**src/rtl/gato_clk_pkg.sv**
```systemverilog
// gato_clk_pkg: shared clock-divider controller types and divide constants
package gato_clk_pkg;
  typedef enum logic [1:0] {IDLE, RUN, PEND} state_t;
  localparam int DEFAULT_DIV_25MHZ = 2;
  localparam int DIV_1HZ = 50_000_000;
endpackage

```
**src/rtl/div_counter.sv**
```systemverilog
// div_counter: WIDTH-bit half-period counter with clear, enable and terminal-count flag
module div_counter
  import gato_clk_pkg::*;
#(
  parameter int WIDTH = 32
) (
  input  logic             clk,
  input  logic             rst,
  input  logic             clr,
  input  logic             en,
  input  logic [WIDTH-1:0] last,
  output logic [WIDTH-1:0] count,
  output logic             tc
);
  assign tc = count == last;
  always_ff @(posedge clk or posedge rst)
    if (rst) count <= '0;
    else count <= clr ? '0 : !en ? count : tc ? '0 : count + 1'b1;
endmodule

```
**src/rtl/freq_div_ctrl.sv**
```systemverilog
// freq_div_ctrl: run-time programmable clock divider; new ratios take effect only at a half-period boundary
module freq_div_ctrl
  import gato_clk_pkg::*;
#(
  parameter int WIDTH       = 32,
  parameter int DEFAULT_DIV = DEFAULT_DIV_25MHZ
) (
  input  logic             C_100Mhz,
  input  logic             Reset,
  input  logic             en,
  input  logic             cfg_valid,
  input  logic [WIDTH-1:0] cfg_div,
  output logic             cfg_ready,
  output logic             cfg_err,
  output logic             clk_out,
  output logic             tick,
  output logic             running
);
  state_t state;
  logic [WIDTH-1:0] div_active, div_pend, count;
  logic cnt_tc, at_tc, xfer, legal;
  assign cfg_ready = state != PEND;
  assign running   = state != IDLE;
  assign xfer      = cfg_valid && cfg_ready;
  assign legal     = xfer && cfg_div != '0;
  assign at_tc     = running && en && cnt_tc;
  div_counter #(.WIDTH(WIDTH)) u_cnt (
    .clk  (C_100Mhz),
    .rst  (Reset),
    .clr  (!running || !en),
    .en   (1'b1),
    .last (div_active - 1'b1),
    .count(count),
    .tc   (cnt_tc)
  );
  // div_active only ever changes on an edge where the counter returns to 0
  always_ff @(posedge C_100Mhz or posedge Reset)
    if (Reset) begin
      state      <= IDLE;
      div_active <= WIDTH'(DEFAULT_DIV);
      div_pend   <= '0;
      clk_out    <= 1'b0;
      tick       <= 1'b0;
      cfg_err    <= 1'b0;
    end else begin
      cfg_err <= xfer && cfg_div == '0;
      tick    <= at_tc;
      clk_out <= clk_out ^ at_tc;
      case (state)
        IDLE: begin
          if (legal) div_active <= cfg_div;
          if (en) state <= RUN;
        end
        RUN:
          if (!en) begin
            state <= IDLE;
            if (legal) div_active <= cfg_div;
          end else if (legal) begin
            state    <= PEND;
            div_pend <= cfg_div;
          end
        PEND:
          if (!en || at_tc) begin
            state      <= en ? RUN : IDLE;
            div_active <= div_pend;
          end
        default: state <= IDLE;
      endcase
    end
endmodule

```
**config.mk**
```make
export PLATFORM = sky130hd
export DESIGN_NAME = freq_div_ctrl
export DESIGN_NICKNAME = d
export VERILOG_FILES = /design/src/rtl/gato_clk_pkg.sv /design/src/rtl/div_counter.sv /design/src/rtl/freq_div_ctrl.sv
export SDC_FILE = /design/constraint.sdc
export NUM_CORES = 1
export LEC_CHECK = 0
export ABC_AREA = 1
export BUFFER_PORTS_ARGS = -buffer_cell sky130_fd_sc_hd__buf_2
export CAP_MARGIN = 20
export CELL_PAD_IN_SITES_DETAIL_PLACEMENT = 0
export CELL_PAD_IN_SITES_GLOBAL_PLACEMENT = 1
export CORE_MARGIN = 5
export CORE_UTILIZATION = 35
export DETAILED_ROUTE_END_ITERATION = 12
export PLACE_DENSITY_LB_ADDON = 0.1
export SLEW_MARGIN = 25
export SYNTH_ARGS = -nofsm -noshare
export SYNTH_HDL_FRONTEND = slang
export SYNTH_HIERARCHICAL = 1
export SYNTH_SLANG_ARGS = --single-unit
```
**constraint.sdc**
```tcl
create_clock -name C_100Mhz -period 3.25 [get_ports C_100Mhz]
set_input_delay 0.325 -clock C_100Mhz [delete_from_list [all_inputs] [get_ports C_100Mhz]]
set_output_delay 0.325 -clock C_100Mhz [all_outputs]
set_load 0.01 [all_outputs]
```
# After elaboration in Yosys (flattened, before gate mapping)
# Index checks and enable logic that the tools add are counted.
dict set report totals {
  mem_bits_rw 0
  inputBits 36
  register_bits 101
  latch_bits 0
  output_inout_bits 5
  romBits 0
  mem_count 0
}
dict set report op_classes {
  n_eq_ne 8
  div 0
  mul 0
  n_addsub 2
  reduce_logical 17
  order_cmp 0
  n_mux 12
  bitwise_logic 1
  n_shift 0
}
# op count
set op_table {}
lappend op_table {{$mux 32} 5}
lappend op_table {{$pmux 32 s3} 1}
lappend op_table {{$add 32x1->32 const B} 1}
lappend op_table {{$eq 32x32->1} 1}
lappend op_table {{$logic_not 32->1} 1}
lappend op_table {{$reduce_bool 32->1} 1}
lappend op_table {{$sub 32x1->32 const B} 1}
lappend op_table {{$reduce_and 3->1} 3}
lappend op_table {{$mux 2} 4}
lappend op_table {{$ne 2x2->1 const B} 4}
lappend op_table {{$pmux 2 s3} 1}
lappend op_table {{$logic_and 1x1->1} 5}
lappend op_table {{$ne 3x3->1 const B} 1}
lappend op_table {{$reduce_bool 3->1} 1}
lappend op_table {{$eq 2x1->1 const B} 1}
lappend op_table {{$eq 2x2->1 const B} 1}
lappend op_table {{$logic_not 1->1} 2}
lappend op_table {{$logic_not 2->1} 1}
lappend op_table {{$logic_or 1x1->1} 2}
lappend op_table {{$reduce_bool 2->1} 1}
lappend op_table {{$mux 1} 1}
lappend op_table {{$xor 1x1->1} 1}

# Depth between registers and ports, before layout
# Gate-level depths: netlist (run 1).
dict set report logic_depth {
  ltp_word 6
  depth_mapped 26
}

# Cells and area by module
# The synthesis (run 1) kept the hierarchy.
# mod area_per_inst_um2 instances seq_area_each_um2 cells_per_inst
set by_module_without_submodules {}
lappend by_module_without_submodules {freq_div_ctrl 3915.0 1 1727.9 544}
lappend by_module_without_submodules {div_counter 2781.4 1 800.8 405}

# Least setup slack after synthesis (run 1)
# No wires, ideal clock.
dict set report synth_timing {
  kind {register to register}
  start {reg div_active[0]}
  end {reg div_active[20]}
  period_less_slack_ps 2954
  required_ps 3184
  setup_ps 66
  t_arrival_ps 2888
  setup_slack_ps 296
  stages_incl_launch_ff 23
  path_buffers 1
  cell_sequence {dfrtp_1 -> inv_1 -> ha_1 -> nand2_1 -> nor3_2 -> nand2_1 -> nor3_2 -> nand2_1 -> xnor2_1 -> xnor2_1 -> nand2_1 -> nor2_1 -> nand2_1 -> nor2_4 -> nand2_8 -> inv_1 -> inv_1 -> nand3_1 -> nand2_1 -> inv_2 -> clkbuf_1 -> nand3_1 -> nand2_1}
}
dict set report synth_between {
  elab_chain_cells 6
}
# element line
set synth_rtl {}
lappend synth_rtl {{start: declaration} freq_div_ctrl.sv:20} ;# logic [WIDTH-1:0] div_active, div_pend, count;
lappend synth_rtl {{start signal: assignment} freq_div_ctrl.sv:40} ;# div_active <= WIDTH'(DEFAULT_DIV);
lappend synth_rtl {{start signal: assignment} freq_div_ctrl.sv:51} ;# if (legal) div_active <= cfg_div;
lappend synth_rtl {{start signal: assignment} freq_div_ctrl.sv:57} ;# if (legal) div_active <= cfg_div;
lappend synth_rtl {{$sub 32x1->32} freq_div_ctrl.sv:32} ;# .last (div_active - 1'b1),
lappend synth_rtl {{$eq 32x32->1} div_counter.sv:15} ;# assign tc = count == last;
lappend synth_rtl {{named net cnt_tc} freq_div_ctrl.sv:21} ;# logic cnt_tc, at_tc, xfer, legal;
lappend synth_rtl {{$logic_and 1x1->1} freq_div_ctrl.sv:26} ;# assign at_tc = running && en && cnt_tc;
lappend synth_rtl {{$logic_or 1x1->1} freq_div_ctrl.sv:63} ;# if (!en || at_tc) begin
lappend synth_rtl {{$ne 2x2->1 (no source line)} -}
lappend synth_rtl {{$reduce_and 3->1 (no source line)} -}
# The timed path passes the listed nets, and every way through them passes these cells.
# A chain may end at the register's enable or synchronous reset.

# Worst setup path after layout (run 1)
dict set report layout_timing {
  start {reg div_active[0]}
  end {reg div_active[28]}
}
# The elaborated chain is that of the path after synthesis.

==> flow_summary.json, run 1 <==
{
  "arrival_ns": 3.18,
  "ant_nets": 0,
  "gr-usage-all-layers_pct": 16.6,
  "area_delta_synth_final_pct": 15.1,
  "io_buffer_count": 40,
  "insertion_delay_ns": 0.36,
  "first_pass_iters": 5,
  "fin_setup_tns_ns": 0,
  "antenna_found_initial": 0,
  "finalHoldViolCount": 0,
  "fin_cells": 1230,
  "critPathMaxFanout": 8,
  "grt_pass1_wl_um": 29100,
  "vias": 5787,
  "crit_path_end": "div_active[28]",
  "core-area_sq_um": 18800,
  "grt_max_degree": 43,
  "yosys-top-cells-area": "dfrtp_1, nand2_1, nor2_1",
  "final_nets": 1029,
  "outcome": "finished, final reports clean",
  "ys_seq_elements": 101,
  "rsz0062_at_grt": "false",
  "slew_violations": 0,
  "yosysWarnings": 6,
  "antenna_cells": 0,
  "worst_slack_ns": 0.315,
  "cts-root-buf": "clkbuf_16",
  "drcViolationCount": 0,
  "syn_area_per_cell_sq_um": 7.06,
  "cpMostUsedCell": "nand2_1",
  "die_w_um": 148,
  "hp-class": "in2async",
  "path_class": "reg2reg",
  "ctsHoldBuffers": 0,
  "synth_cell_types": 37,
  "tightest_slew_ns": 1.37,
  "setup_viol": 0,
  "clockBufferDepth": 2,
  "syn-num-nets": 987,
  "ys_seq_area_share_pct": 37.8,
  "cts_sinks": 101,
  "synth.most_common_cell": "nand2_1",
  "num_io_pins": 41,
  "r2r_start": "div_active[0]",
  "die_area_sq_um": 22000,
  "worstReg2RegEnd": "div_active[28]",
  "gr-total-overflow": 0,
  "drive_gt1_share_pct": 17.6,
  "layout_min_cycle_time_ns": 2.94,
  "post-place-cells": 1209,
  "finalCritPeriodShare_pct": 90.3,
  "synth_common_cells": "nand2_1, dfrtp_1, nor2_1",
  "start_kind": "flip-flop",
  "gp_congestion": 0.814,
  "ir_drop_uv": 320,
  "die_h_um": 148,
  "path_cells": "inv_2 > ha_4 > nand2_4 > nor3_2 > nand2_1 > nor3_4 > nand2_1 > xnor2_2 > xnor2_1 > nand2_1 > nor2_1 > nand2_1 > nor2_4 > nand2_8 > inv_1 > inv_1 > nand3_2 > nand2_2 > clkinv_4 > nand2_4 > clkbuf_16 > nand2_1 > nand2_1",
  "leakagePower_uw": 0.00354,
  "pwr-share-clk_pct": 23.2,
  "numCtsBuffers": 9,
  "synthCells": 949,
  "synth_top_area_share_pct": 37.4,
  "drt_iter0_drc": 279,
  "wirelength_um": 18100,
  "grt_pass1_vias": 5485,
  "place_ws_ns": 0.123,
  "cts_tree": "done",
  "synth_top_cell_by_area": "dfrtp_1",
  "routedWlPerCell_um": 14.7,
  "p_seq_share_pct": 39.6,
  "fillCellCount": 2060,
  "hpwlAfterDp_um": 13200,
  "startpoint": "div_active[0]",
  "cap_violations": 0,
  "required_ns": 3.50,
  "vias_per_cell": 4.70,
  "holdWs_ns": 0.0635,
  "slowest_stage": "dfrtp_1",
  "finClkSkew_ns": 0.0117,
  "cts.reportedPaths.clkPinSlew_ns": 0.08,
  "ys.flop_type": "dfrtp_1",
  "p_per_area_nw_per_um2": 658,
  "rows": 50,
  "p_int_uw": 3050,
  "switchingPower_uw": 2020,
  "p_sw_share_pct": 39.9,
  "initial_core_util_pct": 35.7,
  "r2r_setup_slack_ns": 0.31,
  "r2r_cells": 23,
  "pwr-share-comb_pct": 37.2,
  "postSynth.asyncResetShare_pct": 100,
  "dpl_cell_area_sq_um": 7180,
  "slowest_delay_ns": 0.39,
  "postLayoutCellArea_sq_um": 7710,
  "fmax_ghz": 0.341,
  "syn-cell-area_sq_um": 6700,
  "end_kind": "flip-flop",
  "synth_edf_count": 0,
  "relSlewSlack_pct": 8.05,
  "cts_max_level": 3
}
cells in the final DEF (no fill, tap or decap), types with 3 or more instances in the layout:
master,instances
nand4_1,16
buf_4,15
buf_12,3
nand2_1,310
nand3_2,4
nor2_4,10
nor3_2,5
nand2_2,11
inv_2,11
inv_1,93
nor3_1,7
nand3_1,59
dfrtp_1,98
xnor2_1,40
xor2_1,19
clkbuf_16,11
a21oi_2,21
o21ai_0,56
buf_2,40
nand2_4,3
o21ai_1,19
nor2_2,14
a21oi_1,5
nor2_1,90
sequential cells by signal, summed over array words and instances, names as in the netlist:
| register | count |
|---|---|
| div_active | 32 |
| tick | 1 |
| state | 2 |
| u_cnt/count | 32 |
| clk_out | 1 |
| cfg_err | 1 |
| div_pend | 32 |
routing by layer:
metal	GRT usage, %	part of all wire [%]	up-vias
li1	-	-	3047
met1	23.1	49	2603
met2	26.4	45	106
met3	2.80	2.9	31
met4	5.68	3.1	0
met5	0	0	-
critical path: cells and delay by family (launching register included):
family / cells / cell delay, ns
buffers and inverters: 5 / 0.45
xor gates and xnor gates: 2 / 0.30
adders and majority gates: 1 / 0.15
and+or+nand+nor: 15 / 1.52
DFF: 1 / 0.39
power by group through the flow:
stage | Combinational [uW] | Clock, uW | Sequential (uW)
after detailed placement | 1740 | 0 | 2010
after global placement | 1740 | 0 | 2010
after global routing | 2170 | 1270 | 2070
final | 1890 | 1170 | 2010
after floorplan | 1390 | 0 | 1920
after CTS | 1750 | 1230 | 1990
cell type report:
type	instances	area (sq um)	area share [%]
Clock inverter	7	91.3	1.19
Clock buffer	9	225	2.92
Sequential cell	101	2530	32.8
Inverter	106	403	5.23
Tap cell	234	293	3.80
Timing Repair Buffer	61	434	5.63
Multi-Input combinational cell	712	3730	48.4
stage by stage:
step                      total power [uW]  util, %
final                                 5070     41.1
after global routing                  5510     41.1
after CTS                             4970     40.0
after detailed placement              3760     38.3
after global placement                3750     38.3
after floorplan                       3310        -
cells by family (layout without fill, tap and decap cells):
kind of cell	Yosys count	in the layout	synth area share (%)
and+or+nand+nor	544	544	36.3
DFF	101	101	37.8
xor gates and xnor gates	62	62	8.11
adders and majority gates	2	2	0.374
other	1	1	0.0560
buffers and inverters	136	183	8.39
AOI/OAI and AO/OA	103	103	9.02
timing repair:
action | 4_1_cts | 5_1_grt
buffers inserted | 0 | 2
setup endpoints to repair | 0 | 59
resized for setup | 0 | 35
worst min-delay path by stage:
stage / endpoint / slack [ns] / cells past startpoint
2_1_floorplan: u_cnt/count[0] / 0.44 / 1
3_3_place_gp: clk_out / 0.45 / 1
3_5_place_dp: clk_out / 0.46 / 1
4_1_cts: u_cnt/count[0] / 0.07 / 3
5_1_grt: u_cnt/count[1] / 0.11 / 3
6_report: u_cnt/count[0] / 0.06 / 3
No activity file was read; power rests on OpenSTA's default activity.
==> run 2, diff against run 1 <==
--- a/config.mk
+++ b/config.mk
@@ -5,11 +5,11 @@
 export SDC_FILE = /design/constraint.sdc
 export NUM_CORES = 1
 export LEC_CHECK = 0
-export ABC_AREA = 1
 export BUFFER_PORTS_ARGS = -buffer_cell sky130_fd_sc_hd__buf_2
 export CAP_MARGIN = 20
 export CELL_PAD_IN_SITES_DETAIL_PLACEMENT = 0
 export CELL_PAD_IN_SITES_GLOBAL_PLACEMENT = 1
+export CORE_ASPECT_RATIO = 1.2
 export CORE_MARGIN = 5
 export CORE_UTILIZATION = 35
 export DETAILED_ROUTE_END_ITERATION = 12
==> flow_summary.json, run 2 <==
{
  "die_w_um": 126,
  "total_power_uw": 3380,
  "syn-cell-area_sq_um": 5680,
  "finalCritPeriodShare_pct": 107,
  "syn-num-nets": 622,
  "ir_drop_uv": 265,
  "io_buffer_count": 40,
  "hp-class": "in2async",
  "drcViolationCount": 0,
  "post-place-cells": 861,
  "vias_per_cell": 5.14,
  "start_kind": "flip-flop",
  "synth_cell_types": 45,
  "fin_setup_tns_ns": -9.44,
  "die_h_um": 150,
  "antenna_cells": 0,
  "finClkSkew_ns": 0.0134,
  "grt_pass1_vias": 4710,
  "tightest_slew_ns": 0.673,
  "gp_congestion": 0.789,
  "cts_tree": "done",
  "layout_common_cells": "dfrtp_1, nor2_1, xor2_1",
  "yosysWarnings": 6,
  "drive_gt1_share_pct": 29.6,
  "finalHoldViolCount": 0,
  "insertion_delay_ns": 0.35,
  "cts_sinks": 101,
  "num_io_pins": 41,
  "grt_max_degree": 34,
  "fmax_ghz": 0.289,
  "cts.reportedPaths.clkPinSlew_ns": 0.08,
  "setup_viol": 62,
  "fillCellCount": 1614,
  "vias": 4542,
  "pwr-share-comb_pct": 22.7,
  "synthCells": 584,
  "final_nets": 705,
  "clockBufferDepth": 2,
  "synth_top_area_share_pct": 44.0,
  "first_pass_iters": 4,
  "pwr-share-clk_pct": 31.0,
  "slew_violations": 0,
  "syn_area_per_cell_sq_um": 9.73,
  "routedWlPerCell_um": 17.4,
  "r2r_cells": 14,
  "cts-root-buf": "clkbuf_16",
  "area_delta_synth_final_pct": 24.7,
  "holdWs_ns": 0.0451,
  "arrival_ns": 3.71,
  "drt_iter0_drc": 242,
  "synth.most_common_cell": "nor2_1",
  "antenna_found_initial": 0,
  "numCtsBuffers": 9,
  "ant_nets": 0,
  "synth_top_cell_by_area": "dfrtp_1",
  "hpwlAfterDp_um": 11200,
  "gr-total-overflow": 0,
  "ys_seq_elements": 101,
  "layout_min_cycle_time_ns": 3.46,
  "relSlewSlack_pct": 55.1,
  "grt_pass1_wl_um": 25300,
  "p_per_area_nw_per_um2": 476,
  "end_kind": "flip-flop",
  "leakagePower_uw": 0.00299,
  "largest_registers": "div_active x32, div_pend x32, u_cnt/count x32",
  "core-area_sq_um": 16100,
  "synth_common_cells": "nor2_1, dfrtp_1, xor2_1",
  "fin_cells": 884,
  "rsz0062_at_grt": "true",
  "die_area_sq_um": 18900,
  "postSynth.asyncResetShare_pct": 100,
  "cap_violations": 0,
  "p_seq_share_pct": 46.4,
  "outcome": "finished with violations",
  "synth_edf_count": 0,
  "required_ns": 3.50,
  "p_sw_share_pct": 30.0,
  "rows": 51,
  "layout_commonest_cell": "dfrtp_1",
  "wirelength_um": 15400,
  "p_int_uw": 2360,
  "worst_slack_ns": -0.212,
  "initial_core_util_pct": 35.3,
  "path_class": "reg2reg",
  "cts_max_level": 3,
  "critPathMaxFanout": 31,
  "gr-usage-all-layers_pct": 16.6,
  "ys_seq_area_share_pct": 44.5,
  "ys.flop_type": "dfrtp_1",
  "yosys-top-cells-area": "dfrtp_1, xor2_1, a211oi_1",
  "switchingPower_uw": 1010,
  "violations": "negative setup slack"
}
run 2: final cells by class:
cell class	instances	area [sq um]	area share, %
Tap cell	212	265	3.74
Clock buffer	10	229	3.23
Clock inverter	6	56.3	0.794
Multi-Input combinational cell	439	3180	44.8
Sequential cell	101	2530	35.7
Timing Repair Buffer	104	788	11.1
Inverter	12	45.0	0.635
run 2: layer usage:
layer  global-route usage, %  share of wire, %  vias up
li1                        -                 -     2239
met1                    23.0                48     2234
met2                    27.2                48       52
met3                    2.18               2.1       17
met4                    5.10               1.6        0
met5                       0                 0        -
run 2: final timing paths:
check,from,end,slack (ns)
max,div_active[20],div_active[19],-0.21
max in group asynchronous,Reset,div_active[1],2.38
max reg2reg,div_active[20],div_active[19],-0.21
min,Reset,div_active[3],0.05
min reg2reg,clk_out,clk_out,0.47
min in group C_100Mhz,cfg_div[4],div_pend[4],0.22
run 2: cells by family (layout without fill, tap and decap cells):
kind of cell             after synthesis  after routing  share of synthesized area (%)
XOR/XNOR                              91             91                           14.0
adder cells (fa/ha/maj)                2              2                          0.440
flip-flops                           101            101                           44.5
AO/OA/AOI/OAI                         79             79                           10.5
buffers and inverters                 44            132                           3.30
other                                  1              1                         0.0660
AND/OR/NAND/NOR                      233            233                           20.6
multiplexers                          33             33                           6.54
run 2: per-stage QoR:
step / setup slack [ns] / utilization, % / instance area, sq um
floorplan: -0.0216 / - / 5760
global placement: -0.247 / 40.6 / 6530
detailed placement: -0.246 / 40.6 / 6530
CTS: -0.214 / 43.0 / 6910
global route: -0.424 / 44.1 / 7090
finish: -0.212 / 44.1 / 7090
run 2: worst max-delay path: stages (launching register included):
cell      delay (ns)
dfrtp_1         0.38
or4_4           0.54
or3_4           0.38
buf_8           0.16
nor3_1          0.22
xor2_1          0.19
xor2_1          0.09
nor4_1          0.23
nand4_1         0.21
nor2_2          0.21
inv_2           0.08
a21oi_4         0.14
buf_12          0.19
nor2_1          0.08
a211oi_1        0.23
run 2: power groups by stage:
| stage | registers [uW] | clock network, uW | logic, uW |
|---|---|---|---|
| 2_1_floorplan | 1580 | 0 | 413 |
| 3_3_place_gp | 1580 | 0 | 712 |
| 3_5_place_dp | 1580 | 0 | 718 |
| 4_1_cts | 1560 | 1080 | 740 |
| 5_1_grt | 1590 | 1140 | 846 |
| 6_report | 1560 | 1040 | 766 |
run 2: timing repair:
action | CTS | global route
setup endpoints to repair | 63 | 65
gates cloned | 1 | 2
hold buffers | 0 | 0
resized for setup | 10 | 29
pin swaps | 1 | 3
buffers inserted | 3 | 1
